$ cat src/rtl/cheat_loader_if.sv
// Host byte link plus Wishbone write port between the cheat loader and its peers.
// The loader takes the master modport; the host/engine side takes the slave modport.
interface cheat_loader_if;
    logic         i_rx_valid;
    logic [7:0]   i_rx_data;
    logic         o_rx_ready;
    logic         o_wb_cyc;
    logic         o_wb_stb;
    logic         o_wb_we;
    logic [1:0]   o_wb_addr;
    logic [128:0] o_wb_data;
    logic         i_wb_ack;
    logic         i_wb_stall;
    logic         i_wb_err;

    modport master (
        input  i_rx_valid, i_rx_data, i_wb_ack, i_wb_stall, i_wb_err,
        output o_rx_ready, o_wb_cyc, o_wb_stb, o_wb_we, o_wb_addr, o_wb_data
    );

    modport slave (
        output i_rx_valid, i_rx_data, i_wb_ack, i_wb_stall, i_wb_err,
        input  o_rx_ready, o_wb_cyc, o_wb_stb, o_wb_we, o_wb_addr, o_wb_data
    );
endinterface

$ cat src/rtl/cheat_loader.sv
// Parses framed host bytes into cheat entries and writes them to engine slots
// over Wishbone; owns the engine's global enabled/loaded qualifiers.
module cheat_loader #(
    parameter int unsigned NUM_SLOTS  = 4,
    parameter int unsigned RX_TIMEOUT = 1024,
    parameter logic [23:0] PARK_ADDR  = 24'hFFFFFF
) (
    input  logic           i_clk,
    input  logic           i_reset_n,
    cheat_loader_if.master bus,
    output logic           o_cheats_enabled,
    output logic           o_cheats_loaded,
    output logic [7:0]     o_slot_count,
    output logic           o_overflow,
    output logic           o_frame_err
);
    localparam int unsigned DATA_W = 129;
    localparam int unsigned TO_W   = $clog2(RX_TIMEOUT + 1);
    localparam logic [TO_W-1:0] TO_LAST = TO_W'(RX_TIMEOUT - 1);
    localparam logic [7:0] OP_CLEAR  = 8'h01;
    localparam logic [7:0] OP_ADD    = 8'h02;
    localparam logic [7:0] OP_ENABLE = 8'h03;

    typedef enum logic [2:0] {S_IDLE, S_COLLECT, S_CLEAR, S_WB_REQ, S_WB_WAIT} state_e;

    state_e            state_q;
    logic [7:0]        opcode_q;
    logic [2:0]        byte_cnt_q;
    logic [32:0]       pay_q;
    logic [TO_W-1:0]   idle_q;
    logic [7:0]        clr_idx_q;
    logic              clearing_q;
    logic [7:0]        count_q;
    logic              overflow_q, enabled_q, loaded_q, ferr_q;
    logic              rx_ready_q, cyc_q, stb_q, we_q;
    logic [DATA_W-1:0] data_q;

    logic rx_fire, wb_accept, wb_done;

    function automatic logic [DATA_W-1:0] pack_entry(input logic [7:0] slot, input logic cmp_en,
                                                      input logic [23:0] addr, input logic [7:0] cmp,
                                                      input logic [7:0] rep);
        logic [DATA_W-1:0] d;
        d           = '0;
        d[111:104]  = slot;
        d[96]       = cmp_en;
        d[87:64]    = addr;
        d[39:32]    = cmp;
        d[7:0]      = rep;
        return d;
    endfunction

    assign rx_fire   = bus.i_rx_valid & rx_ready_q;
    // In WB_WAIT the request is already accepted, so only the ack matters.
    assign wb_accept = (state_q == S_WB_WAIT) || !bus.i_wb_stall;
    assign wb_done   = wb_accept & bus.i_wb_ack;

    always_ff @(posedge i_clk) begin
        if (!i_reset_n) begin
            state_q    <= S_IDLE;
            opcode_q   <= '0;
            byte_cnt_q <= '0;
            pay_q      <= '0;
            idle_q     <= '0;
            clr_idx_q  <= '0;
            clearing_q <= 1'b0;
            count_q    <= '0;
            overflow_q <= 1'b0;
            enabled_q  <= 1'b0;
            loaded_q   <= 1'b0;
            ferr_q     <= 1'b0;
            rx_ready_q <= 1'b0;
            cyc_q      <= 1'b0;
            stb_q      <= 1'b0;
            we_q       <= 1'b0;
            data_q     <= '0;
        end else begin
            ferr_q <= 1'b0;
            case (state_q)
                S_IDLE: begin
                    rx_ready_q <= 1'b1;
                    if (rx_fire) begin
                        if (bus.i_rx_data == OP_ADD || bus.i_rx_data == OP_ENABLE) begin
                            state_q    <= S_COLLECT;
                            opcode_q   <= bus.i_rx_data;
                            byte_cnt_q <= '0;
                            idle_q     <= '0;
                        end else if (bus.i_rx_data == OP_CLEAR) begin
                            state_q    <= S_CLEAR;
                            rx_ready_q <= 1'b0;
                            loaded_q   <= 1'b0;
                        end else begin
                            ferr_q <= 1'b1;
                        end
                    end
                end
                S_COLLECT: begin
                    if (rx_fire) begin
                        idle_q     <= '0;
                        pay_q      <= {pay_q[24:0], bus.i_rx_data};
                        byte_cnt_q <= byte_cnt_q + 3'd1;
                        if (opcode_q == OP_ENABLE) begin
                            enabled_q <= bus.i_rx_data[0];
                            state_q   <= S_IDLE;
                        end else if (byte_cnt_q == 3'd5) begin
                            if (32'(count_q) < NUM_SLOTS) begin
                                state_q    <= S_WB_REQ;
                                rx_ready_q <= 1'b0;
                                loaded_q   <= 1'b0;
                                clearing_q <= 1'b0;
                                cyc_q      <= 1'b1;
                                stb_q      <= 1'b1;
                                we_q       <= 1'b1;
                                data_q     <= pack_entry(count_q + 8'd1, pay_q[32], pay_q[31:8],
                                                         pay_q[7:0], bus.i_rx_data);
                            end else begin
                                overflow_q <= 1'b1;
                                state_q    <= S_IDLE;
                            end
                        end
                    end else if (idle_q == TO_LAST) begin
                        ferr_q  <= 1'b1;
                        state_q <= S_IDLE;
                    end else begin
                        idle_q <= idle_q + TO_W'(1);
                    end
                end
                S_CLEAR: begin
                    clearing_q <= 1'b1;
                    clr_idx_q  <= 8'd1;
                    data_q     <= pack_entry(8'd1, 1'b1, PARK_ADDR, 8'd0, 8'd0);
                    cyc_q      <= 1'b1;
                    stb_q      <= 1'b1;
                    we_q       <= 1'b1;
                    state_q    <= S_WB_REQ;
                end
                S_WB_REQ, S_WB_WAIT: begin
                    if (bus.i_wb_err) begin
                        cyc_q      <= 1'b0;
                        stb_q      <= 1'b0;
                        we_q       <= 1'b0;
                        ferr_q     <= 1'b1;
                        rx_ready_q <= 1'b1;
                        state_q    <= S_IDLE;
                        if (clearing_q) begin
                            count_q  <= '0;
                            loaded_q <= 1'b0;
                        end else begin
                            loaded_q <= (count_q != 8'd0);
                        end
                    end else if (wb_done) begin
                        if (!clearing_q) begin
                            count_q    <= count_q + 8'd1;
                            loaded_q   <= 1'b1;
                            cyc_q      <= 1'b0;
                            stb_q      <= 1'b0;
                            we_q       <= 1'b0;
                            rx_ready_q <= 1'b1;
                            state_q    <= S_IDLE;
                        end else if (clr_idx_q == 8'(NUM_SLOTS)) begin
                            count_q    <= '0;
                            overflow_q <= 1'b0;
                            loaded_q   <= 1'b0;
                            cyc_q      <= 1'b0;
                            stb_q      <= 1'b0;
                            we_q       <= 1'b0;
                            rx_ready_q <= 1'b1;
                            state_q    <= S_IDLE;
                        end else begin
                            // Next slot of the walk: keep the cycle open, raise a fresh strobe.
                            clr_idx_q <= clr_idx_q + 8'd1;
                            data_q    <= pack_entry(clr_idx_q + 8'd1, 1'b1, PARK_ADDR, 8'd0, 8'd0);
                            stb_q     <= 1'b1;
                            state_q   <= S_WB_REQ;
                        end
                    end else if (state_q == S_WB_REQ && wb_accept) begin
                        stb_q   <= 1'b0;
                        state_q <= S_WB_WAIT;
                    end
                end
                default: begin
                    state_q    <= S_IDLE;
                    rx_ready_q <= 1'b1;
                    cyc_q      <= 1'b0;
                    stb_q      <= 1'b0;
                    we_q       <= 1'b0;
                end
            endcase
        end
    end

    assign bus.o_rx_ready  = rx_ready_q;
    assign bus.o_wb_cyc    = cyc_q;
    assign bus.o_wb_stb    = stb_q;
    assign bus.o_wb_we     = we_q;
    assign bus.o_wb_addr   = 2'h1;
    assign bus.o_wb_data   = data_q;
    assign o_cheats_enabled = enabled_q;
    assign o_cheats_loaded  = loaded_q;
    assign o_slot_count     = count_q;
    assign o_overflow       = overflow_q;
    assign o_frame_err      = ferr_q;
endmodule

$ cat src/flat_wrapper.sv
// flat-port wrapper written by rule: the top's interface ports become plain ports
module cheat_loader_flat 
#(
    parameter int unsigned NUM_SLOTS  = 4,
    parameter int unsigned RX_TIMEOUT = 1024,
    parameter logic [23:0] PARK_ADDR  = 24'hFFFFFF
)
  (i_clk, i_reset_n, o_cheats_enabled, o_cheats_loaded, o_slot_count, o_overflow, o_frame_err, bus_i_rx_valid, bus_i_rx_data, bus_i_wb_ack, bus_i_wb_stall, bus_i_wb_err, bus_o_rx_ready, bus_o_wb_cyc, bus_o_wb_stb, bus_o_wb_we, bus_o_wb_addr, bus_o_wb_data);
  cheat_loader_if bus_i ();
  input  logic i_clk;
  input  logic i_reset_n;
  output logic o_cheats_enabled;
  output logic o_cheats_loaded;
  output logic [7:0] o_slot_count;
  output logic o_overflow;
  output logic o_frame_err;
  input wire logic [$bits(bus_i.i_rx_valid)-1:0] bus_i_rx_valid;
  input wire logic [$bits(bus_i.i_rx_data)-1:0] bus_i_rx_data;
  input wire logic [$bits(bus_i.i_wb_ack)-1:0] bus_i_wb_ack;
  input wire logic [$bits(bus_i.i_wb_stall)-1:0] bus_i_wb_stall;
  input wire logic [$bits(bus_i.i_wb_err)-1:0] bus_i_wb_err;
  output wire logic [$bits(bus_i.o_rx_ready)-1:0] bus_o_rx_ready;
  output wire logic [$bits(bus_i.o_wb_cyc)-1:0] bus_o_wb_cyc;
  output wire logic [$bits(bus_i.o_wb_stb)-1:0] bus_o_wb_stb;
  output wire logic [$bits(bus_i.o_wb_we)-1:0] bus_o_wb_we;
  output wire logic [$bits(bus_i.o_wb_addr)-1:0] bus_o_wb_addr;
  output wire logic [$bits(bus_i.o_wb_data)-1:0] bus_o_wb_data;
  assign bus_i.i_rx_valid = bus_i_rx_valid;
  assign bus_i.i_rx_data = bus_i_rx_data;
  assign bus_i.i_wb_ack = bus_i_wb_ack;
  assign bus_i.i_wb_stall = bus_i_wb_stall;
  assign bus_i.i_wb_err = bus_i_wb_err;
  assign bus_o_rx_ready = bus_i.o_rx_ready;
  assign bus_o_wb_cyc = bus_i.o_wb_cyc;
  assign bus_o_wb_stb = bus_i.o_wb_stb;
  assign bus_o_wb_we = bus_i.o_wb_we;
  assign bus_o_wb_addr = bus_i.o_wb_addr;
  assign bus_o_wb_data = bus_i.o_wb_data;
  cheat_loader #(.NUM_SLOTS(NUM_SLOTS), .RX_TIMEOUT(RX_TIMEOUT), .PARK_ADDR(PARK_ADDR)) u_core (.i_clk(i_clk), .i_reset_n(i_reset_n), .bus(bus_i), .o_cheats_enabled(o_cheats_enabled), .o_cheats_loaded(o_cheats_loaded), .o_slot_count(o_slot_count), .o_overflow(o_overflow), .o_frame_err(o_frame_err));
endmodule
$ cat config.mk
export PLATFORM = sky130hd
export DESIGN_NAME = cheat_loader_flat
export DESIGN_NICKNAME = d
export VERILOG_FILES = /design/src/rtl/cheat_loader_if.sv /design/src/rtl/cheat_loader.sv /design/src/flat_wrapper.sv
export SDC_FILE = /design/constraint.sdc
export NUM_CORES = 1
export LEC_CHECK = 0
export ABC_CLOCK_PERIOD_IN_PS = 2700
export CAP_MARGIN = 5
export CORE_UTILIZATION = 50
export CTS_BUF_LIST = sky130_fd_sc_hd__clkbuf_4
export DETAILED_ROUTE_END_ITERATION = 10
export GPL_TIMING_DRIVEN = 0
export PLACE_DENSITY = 0.83
export SYNTH_ARGS = -nofsm -noshare
export SYNTH_HDL_FRONTEND = slang
export SYNTH_SLANG_ARGS = --single-unit
$ cat constraint.sdc
create_clock -name i_clk -period 2.7 [get_ports i_clk]
set_input_delay 0.675 -clock i_clk [delete_from_list [all_inputs] [get_ports i_clk]]
set_output_delay 0.675 -clock i_clk [all_outputs]
set_load 0.03 [all_outputs]
==> results of run 1 <==
==> layout make-up <==
type,instances,area [um^2],share of cell area
plain buffers,126,820.8,0.1030
multi-input cells,554,3189,0.4003
well taps,168,210.2,0.02638
clock buffers,19,142.6,0.01790
inverters,16,60.06,0.007538
repair buffers,77,770.7,0.09673
flip-flops and latches,131,2623,0.3291
clock inverters,13,148.9,0.01869
diodes,1,2.502,0.0003141
==> stage by stage <==
step | power, W | worst slack [ns]
after floorplan | 0.002285 | 0.4543
after CTS | 0.003686 | 0.1096
after detailed placement | 0.002344 | -0.3765
after global placement | 0.002343 | -0.3604
after global routing | 0.003821 | 0.04980
final | 0.003688 | 0.1573
==> metal layers <==
metal,track usage,wire length (um),part of all wire
met3,0.05166,1127,0.071
met1,0.3431,7186,0.45
met2,0.3855,7214,0.45
met4,0.1065,406,0.025
met5,0,0,0
==> cells in the final DEF (no fill, tap or decap), types with 4 or more instances in the layout <==
cell               n
nand3_1           30
buf_4             83
xor2_1             5
nor3_1            13
o211ai_1           4
dfxtp_1          131
inv_6              6
xnor2_1            5
o22ai_1            5
nand2b_1           4
o21ai_0           21
and2_1            10
nand4_1            5
a31oi_1            4
nand2_1          133
clkdlybuf4s50_1   77
clkbuf_1          26
a211oi_1          10
o221a_2           28
conb_1            82
nor2b_1            4
o31ai_1            4
a21o_1             4
nor2_1            30
a21oi_1           64
buf_2             11
ha_1               7
inv_1             15
mux2i_1           19
clkbuf_4          19
==> cell families after synthesis <==
kind of cell / count (synthesis)
and+or+nand+nor: 263
buffers and inverters: 142
adders and majority gates: 7
muxes: 19
DFF: 131
AOI/OAI and AO/OA: 173
xor gates and xnor gates: 10
other: 2
==> sequential cells by signal, indices dropped and copies added (netlist names) <==
name                     count
u_core.bus.o_rx_ready        1
u_core.bus.o_wb_cyc          1
u_core.bus.o_wb_data        49
u_core.bus.o_wb_stb          1
u_core.byte_cnt_q            3
u_core.clearing_q            1
u_core.clr_idx_q             8
u_core.idle_q               11
u_core.o_cheats_enabled      1
u_core.o_cheats_loaded       1
u_core.o_frame_err           1
u_core.o_overflow            1
u_core.o_slot_count          8
u_core.opcode_q              8
u_core.pay_q                33
u_core.state_q               3
==> how the worst min path moves through the flow <==
stage	startpoint	to	cells after the start
3_3_place_gp	u_core.opcode_q[7]$_SDFFE_PN0P_	u_core.opcode_q[7]$_SDFFE_PN0P_	1
5_1_grt	u_core.bus.o_wb_data[39]$_SDFFE_PN0P_	u_core.bus.o_wb_data[39]$_SDFFE_PN0P_	2
4_1_cts	u_core.idle_q[10]$_SDFFE_PN0P_	u_core.idle_q[10]$_SDFFE_PN0P_	2
2_1_floorplan	u_core.idle_q[10]$_SDFFE_PN0P_	u_core.idle_q[10]$_SDFFE_PN0P_	2
3_5_place_dp	u_core.idle_q[10]$_SDFFE_PN0P_	u_core.idle_q[10]$_SDFFE_PN0P_	2
6_report	u_core.idle_q[10]$_SDFFE_PN0P_	u_core.idle_q[10]$_SDFFE_PN0P_	2
==> power by group <==
part	switching (W)	internal, W
combinational	0.000249	0.000120
clock	0.000793	0.000586
sequential	0.00000315	0.00194
==> worst register-to-register path, cell delays in order, from the launching register on <==
cell	delay (ns)
dfxtp_1	0.40
inv_1	0.13
ha_1	0.17
nor4bb_1	0.52
a311o_1	0.30
a22oi_4	0.13
and2_4	0.20
buf_6	0.11
buf_2	0.20
o221a_2	0.29
==> impl_metrics.csv, run 1 <==
group,metric,value,unit
clock_tree,cts_root_buf,"clkbuf_4",
cells_and_area,nNetsFinal,944,
critical_path,cpMaxStageDelayCell,"nor4bb_1",
critical_path,r2r_setup_slack,0.16,ns
critical_path,critPathKind,"flip-flop to flip-flop",
cells_and_area,layout.cells.non_filler,1105,
placed_design,place_inst,1072,
cells_and_area,utilization,0.6525,
cells_and_area,drive_gt1_frac,0.1827,
critical_path,path_buf_inv,3,
logic_synthesis,synth_edf_count,0,
clock_tree,numCtsBuffers,17,
logic_synthesis,yosys-top-cells-count,"nand2_1, dfxtp_1, buf_4, a21oi_1, nand3_1",
clock_tree,cts_resized,0,
min_path,min_path_type,"flip-flop to flip-flop",
critical_path,cp_data_arrival_time,3.00,ns
critical_path,reg2reg_to,"u_core.bus.o_wb_data[84]$_SDFFE_PN0P_",
logic_synthesis,yosysMostFrequentCell,"nand2_1",
run_status,status,"completed",
placed_design,io_buffers,77,
clock_tree,cts_setup_buffers,0,
routing,viasPerCell,5.243,
logic_synthesis,avgSynthCellArea,8.532,um^2
logic_synthesis,postSynthCellCount,747,
critical_path,crit_path_end,"u_core.bus.o_wb_data[84]$_SDFFE_PN0P_",
die,core,12210,um^2
logic_synthesis,synth_top_family_by_area,"simple AND/OR/NAND/NOR gates",
sta,slew_viol_final,0,
die,core.rowCount,40,
routing,drc,0,
critical_path,cp.required,3.16,ns
critical_path,crit_path_end_kind,"flip-flop",
logic_synthesis,netlist_area,6374,um^2
critical_path,crit_path_max_incr_delay,0.52,ns
sta,clock_skew,0.02902,ns
placed_design,dpl_cell_area,7655,um^2
routing,wl,15930,um
critical_path,cp_max_fo,10,
critical_path,crit_chain,"inv_1 -> ha_1 -> nor4bb_1 -> a311o_1 -> a22oi_4 -> and2_4 -> buf_6 -> buf_2 -> o221a_2",
power_and_ir_drop,p_leak,3.068,nW
sta,tightest_slew,1.025,ns
clock_tree,cts_buffer_depth,2,
job,drv_cap,0,
sta,slew_headroom,0.3103,
logic_synthesis,ys_ff_latch,131,
cells_and_area,fillCellCount,1067,
routing,first_iter_violations,499,
logic_synthesis,ys_seq_area_frac,0.4115,
sta,finalCriticalPeriod,2.543,ns
logic_synthesis,synthAdderAreaFrac,0.01374,
logic_synthesis,synth_compound_area_frac,0.1936,
sta,holdWs,0.4605,ns
die,initial_utilization,0.5219,
routing,ant_nets,0,
logic_synthesis,synthSimpleGateAreaFrac,0.1983,
logic_synthesis,synthMuxAreaShare,0.02984,
placed_design,hpwlAfterDp,11840,um
cells_and_area,design_area,7968,um^2
global_routing,grt_first_pass_wirelength,25730,um
die,dieArea,13200,um^2
global_routing,first_global_vias,5130,
logic_synthesis,post_synth_xor_area_fraction,0.01374,
die,die_h,114.9,um
clock_tree,cts_tree,"built",
die,die_w,114.9,um
clock_tree,cts_max_level,4,
routing,wl_per_cell,14.42,um
critical_path,start_kind,"flip-flop",
routing,first_pass_iters,6,
placed_design,routabilityCongestion,0.9122,
sta,rsz0062_at_grt,"false",
global_routing,grt_usage,0.2512,
global_routing,antenna_found_initial,1,
power_and_ir_drop,ir_drop,316.4,uV
clock_tree,insertion_delay,0.56,ns
logic_synthesis,synth_top_area_frac,0.4115,
die,pin_count,161,
sta,final.setup.tns,0,ns
critical_path,crit_family,"simple AND/OR/NAND/NOR gates",
global_routing,grt_overflow,0,
logic_synthesis,yosysUniqueCellTypes,71,
sta,period_share,0.9417,
power_and_ir_drop,power_density,462.8,nW/um^2
logic_synthesis,ys.flop_type,"dfxtp_1",
logic_synthesis,synth_top_area_cell,"dfxtp_1",
critical_path,r2r_start,"u_core.clr_idx_q[0]$_SDFFE_PN0P_",
critical_path,rr_worst_depth,9,
routing,vias,5793,
clock_tree,clkTransAtPathRegs,0.13,ns
clock_tree,hold_buffers,0,
critical_path,critPathLaunch,"u_core.clr_idx_q[0]$_SDFFE_PN0P_",
global_routing,grt_max_degree,17,
clock_tree,clock-sinks,131,
logic_synthesis,ys_top_cells_by_area,"dfxtp_1, buf_4, nand2_1",
critical_path,cp.depth,9,
logic_synthesis,yosys_warnings,0,
sta,max_freq,393.3,MHz
logic_synthesis,ys_async_sr_fraction,0,
sta,timing_hold_violations_final,0,
cells_and_area,syn_to_final_growth,25.01,%
sta,setup_viol,0,
Power figures use the tool's default switching activity.
==> inputs of run 2 (changes only) <==
--- a/config.mk
+++ b/config.mk
@@ -7,6 +7,7 @@
 export LEC_CHECK = 0
 export ABC_CLOCK_PERIOD_IN_PS = 2700
 export CAP_MARGIN = 5
+export CORE_MARGIN = 2
 export CORE_UTILIZATION = 50
 export CTS_BUF_LIST = sky130_fd_sc_hd__clkbuf_4
 export DETAILED_ROUTE_END_ITERATION = 10
==> impl_metrics.csv, run 2 (synthesized netlist as in run 1, its figures left out) <==
group,metric,value,unit
run_status,status,"completed",
sta,setup_viol,0,
global_routing,gr-usage-met3,0.05355,
cells_and_area,final_common_cell,"nand2_1",
routing,viasPerCell,5.244,
clock_tree,cts_tree,"built",
sta,final.setup.tns,0,ns
sta,period_share,0.9743,
routing,wl_per_cell,14.64,um
sta,timing_hold_violations_final,0,
critical_path,crit_family,"simple AND/OR/NAND/NOR gates",
power_and_ir_drop,ir_drop,535.9,uV
power_and_ir_drop,p_comb_frac,0.096,
power_and_ir_drop,seq_power_share,0.502,
routing,wl,16190,um
global_routing,antenna_found_initial,0,
global_routing,grt_busiest_layer,"met2",
cells_and_area,drive_gt1_frac,0.1809,
cells_and_area,nNetsFinal,944,
clock_tree,clkTransAtPathRegs,0.11,ns
placed_design,pre_cts_ws,-0.4186,ns
die,core,12520,um^2
clock_tree,cts_root_buf,"clkbuf_4",
routing,vias,5800,
clock_tree,insertion_delay,0.56,ns
critical_path,critPathKind,"primary input to flip-flop",
die,core.rowCount,41,
job,drv_cap,0,
cells_and_area,syn_to_final_growth,25.52,%
critical_path,cp.required,3.11,ns
sta,clock_skew,0.01810,ns
sta,slew_headroom,0.4312,
clock_tree,clock-sinks,131,
placed_design,routabilityCongestion,0.9479,
cells_and_area,num_antenna_cells,0,
sta,rsz0062_at_grt,"false",
routing,drc,0,
critical_path,crit_path_max_incr_delay,0.61,ns
clock_tree,numCtsBuffers,17,
die,initial_utilization,0.5092,
cells_and_area,layout_common_cells,"nand2_1, dfxtp_1, buf_4, conb_1, clkdlybuf4s50_1",
power_and_ir_drop,p_leak,3.088,nW
critical_path,crit_chain,"clkdlybuf4s50_1 -> or4_1 -> nor3_1 -> o221ai_1 -> inv_1 -> a311oi_1",
routing,first_pass_iters,6,
clock_tree,cts_max_level,4,
power_and_ir_drop,power_density,482.7,nW/um^2
sta,finalCriticalPeriod,2.631,ns
critical_path,cp_data_arrival_time,3.04,ns
sta,max_freq,380.1,MHz
sta,slew_viol_final,0,
critical_path,crit_path_end_kind,"flip-flop",
die,dieArea,13670,um^2
global_routing,grt_overflow,0,
global_routing,grt_first_pass_wirelength,25360,um
die,die_h,116.9,um
die,pin_count,161,
power_and_ir_drop,clkPwrFrac,0.402,
routing,ant_nets,0,
critical_path,cp_max_fo,8,
power_and_ir_drop,internal-power,0.002888,W
cells_and_area,fillCellCount,1130,
placed_design,io_buffers,77,
sta,worst_slack,0.06939,ns
power_and_ir_drop,sw_frac_of_total,0.2521,
cells_and_area,design_area,8000,um^2
min_path,min_path_type,"flip-flop to flip-flop",
placed_design,dpl_cell_area,7660,um^2
die,die_w,116.9,um
critical_path,start_kind,"primary input",
global_routing,grt_max_degree,17,
placed_design,hpwlAfterDp,11940,um
sta,tightest_slew,0.8532,ns
routing,first_iter_violations,662,
global_routing,grt_usage,0.2391,
power_and_ir_drop,finalPower,0.003862,W
global_routing,grt_use_met2,0.3888,
global_routing,met1_usage,0.3194,
clock_tree,cts_buffer_depth,2,
power_and_ir_drop,switchingPower,0.0009733,W
critical_path,path_buf_inv,2,
cells_and_area,largest_reg_flops,49,
critical_path,cpMaxStageDelayCell,"or4_1",
global_routing,first_global_vias,5089,
run 2: cell count changes in the layout (fill, tap and decap cells not counted), sizes merged:
cell / previous run / this run
bufinv: 2 / 5
clkinv: 3 / 6
clkinvlp: 3 / 1
diode: 1 / 0
inv: 21 / 15
run 2: worst paths after layout:
path | to | from | cells after the start | slack, ns
worst min register to register | u_core.pay_q[25]$_SDFFE_PN0P_ | u_core.pay_q[25]$_SDFFE_PN0P_ | 2 | 0.46
worst min-delay path | u_core.pay_q[25]$_SDFFE_PN0P_ | u_core.pay_q[25]$_SDFFE_PN0P_ | 2 | 0.46
worst max register to register | u_core.bus.o_wb_data[87]$_SDFFE_PN0P_ | u_core.clr_idx_q[0]$_SDFFE_PN0P_ | 9 | 0.17
worst max-delay path | u_core.idle_q[2]$_SDFFE_PN0P_ | bus_i_rx_data[2] | 6 | 0.07
run 2: power groups by stage:
stage	clock network, W	registers (W)	logic (W)
6_report	0.00155	0.00194	0.000371
2_1_floorplan	0	0.00199	0.000297
3_3_place_gp	0	0.00198	0.000363
5_1_grt	0.00163	0.00194	0.000396
4_1_cts	0.00155	0.00194	0.000364
3_5_place_dp	0	0.00198	0.000363
run 2: per-stage QoR:
stage            util  hold slack, ns  instances
6_report       0.6391          0.4619       1106
3_3_place_gp   0.6120          0.4417       1076
5_1_grt        0.6391          0.4693       1106
3_5_place_dp   0.6120          0.4415       1076
2_1_floorplan       -          0.4159        827
4_1_cts        0.6382          0.4605       1106
run 2: repair_timing:
item / in CTS / in global routing
hold buffers: 0 / 0
endpoints found under the setup margin: 0 / 21
buffers inserted: 0 / 0
gates resized for setup: 0 / 2
run 2: area by class of cell:
class / instances / area, um^2 / area share
multi-input combinational: 554 / 3182 / 0.3977
sequential: 131 / 2623 / 0.3278
buffer: 126 / 820.8 / 0.1026
timing repair buffer: 77 / 770.7 / 0.09634
tap: 172 / 215.2 / 0.02690
clock inverter: 11 / 186.4 / 0.02330
clock buffer: 19 / 142.6 / 0.01783
inverter: 16 / 60.06 / 0.007507
run 2: tightest hold or removal path: stages, from the launching register on:
cell and delay, ns:
dfxtp_1 0.33, nand2_1 0.05, a21oi_1 0.05
run 2: routing by layer:
metal  vias to the layer above  share of wire
met3                        20          0.082
met2                       253           0.48
met4                         0          0.012
met1                      2691           0.43
met5                         -              0
li1                       2836              -
==> inputs of run 3 (changes only) <==
--- a/config.mk
+++ b/config.mk
@@ -13,6 +13,7 @@
 export DETAILED_ROUTE_END_ITERATION = 10
 export GPL_TIMING_DRIVEN = 0
 export PLACE_DENSITY = 0.83
+export SLEW_MARGIN = 20
 export SYNTH_ARGS = -nofsm -noshare
 export SYNTH_HDL_FRONTEND = slang
 export SYNTH_SLANG_ARGS = --single-unit
==> results of run 3 <==
Final layout, timing and power as in run 2 (identical DEF).
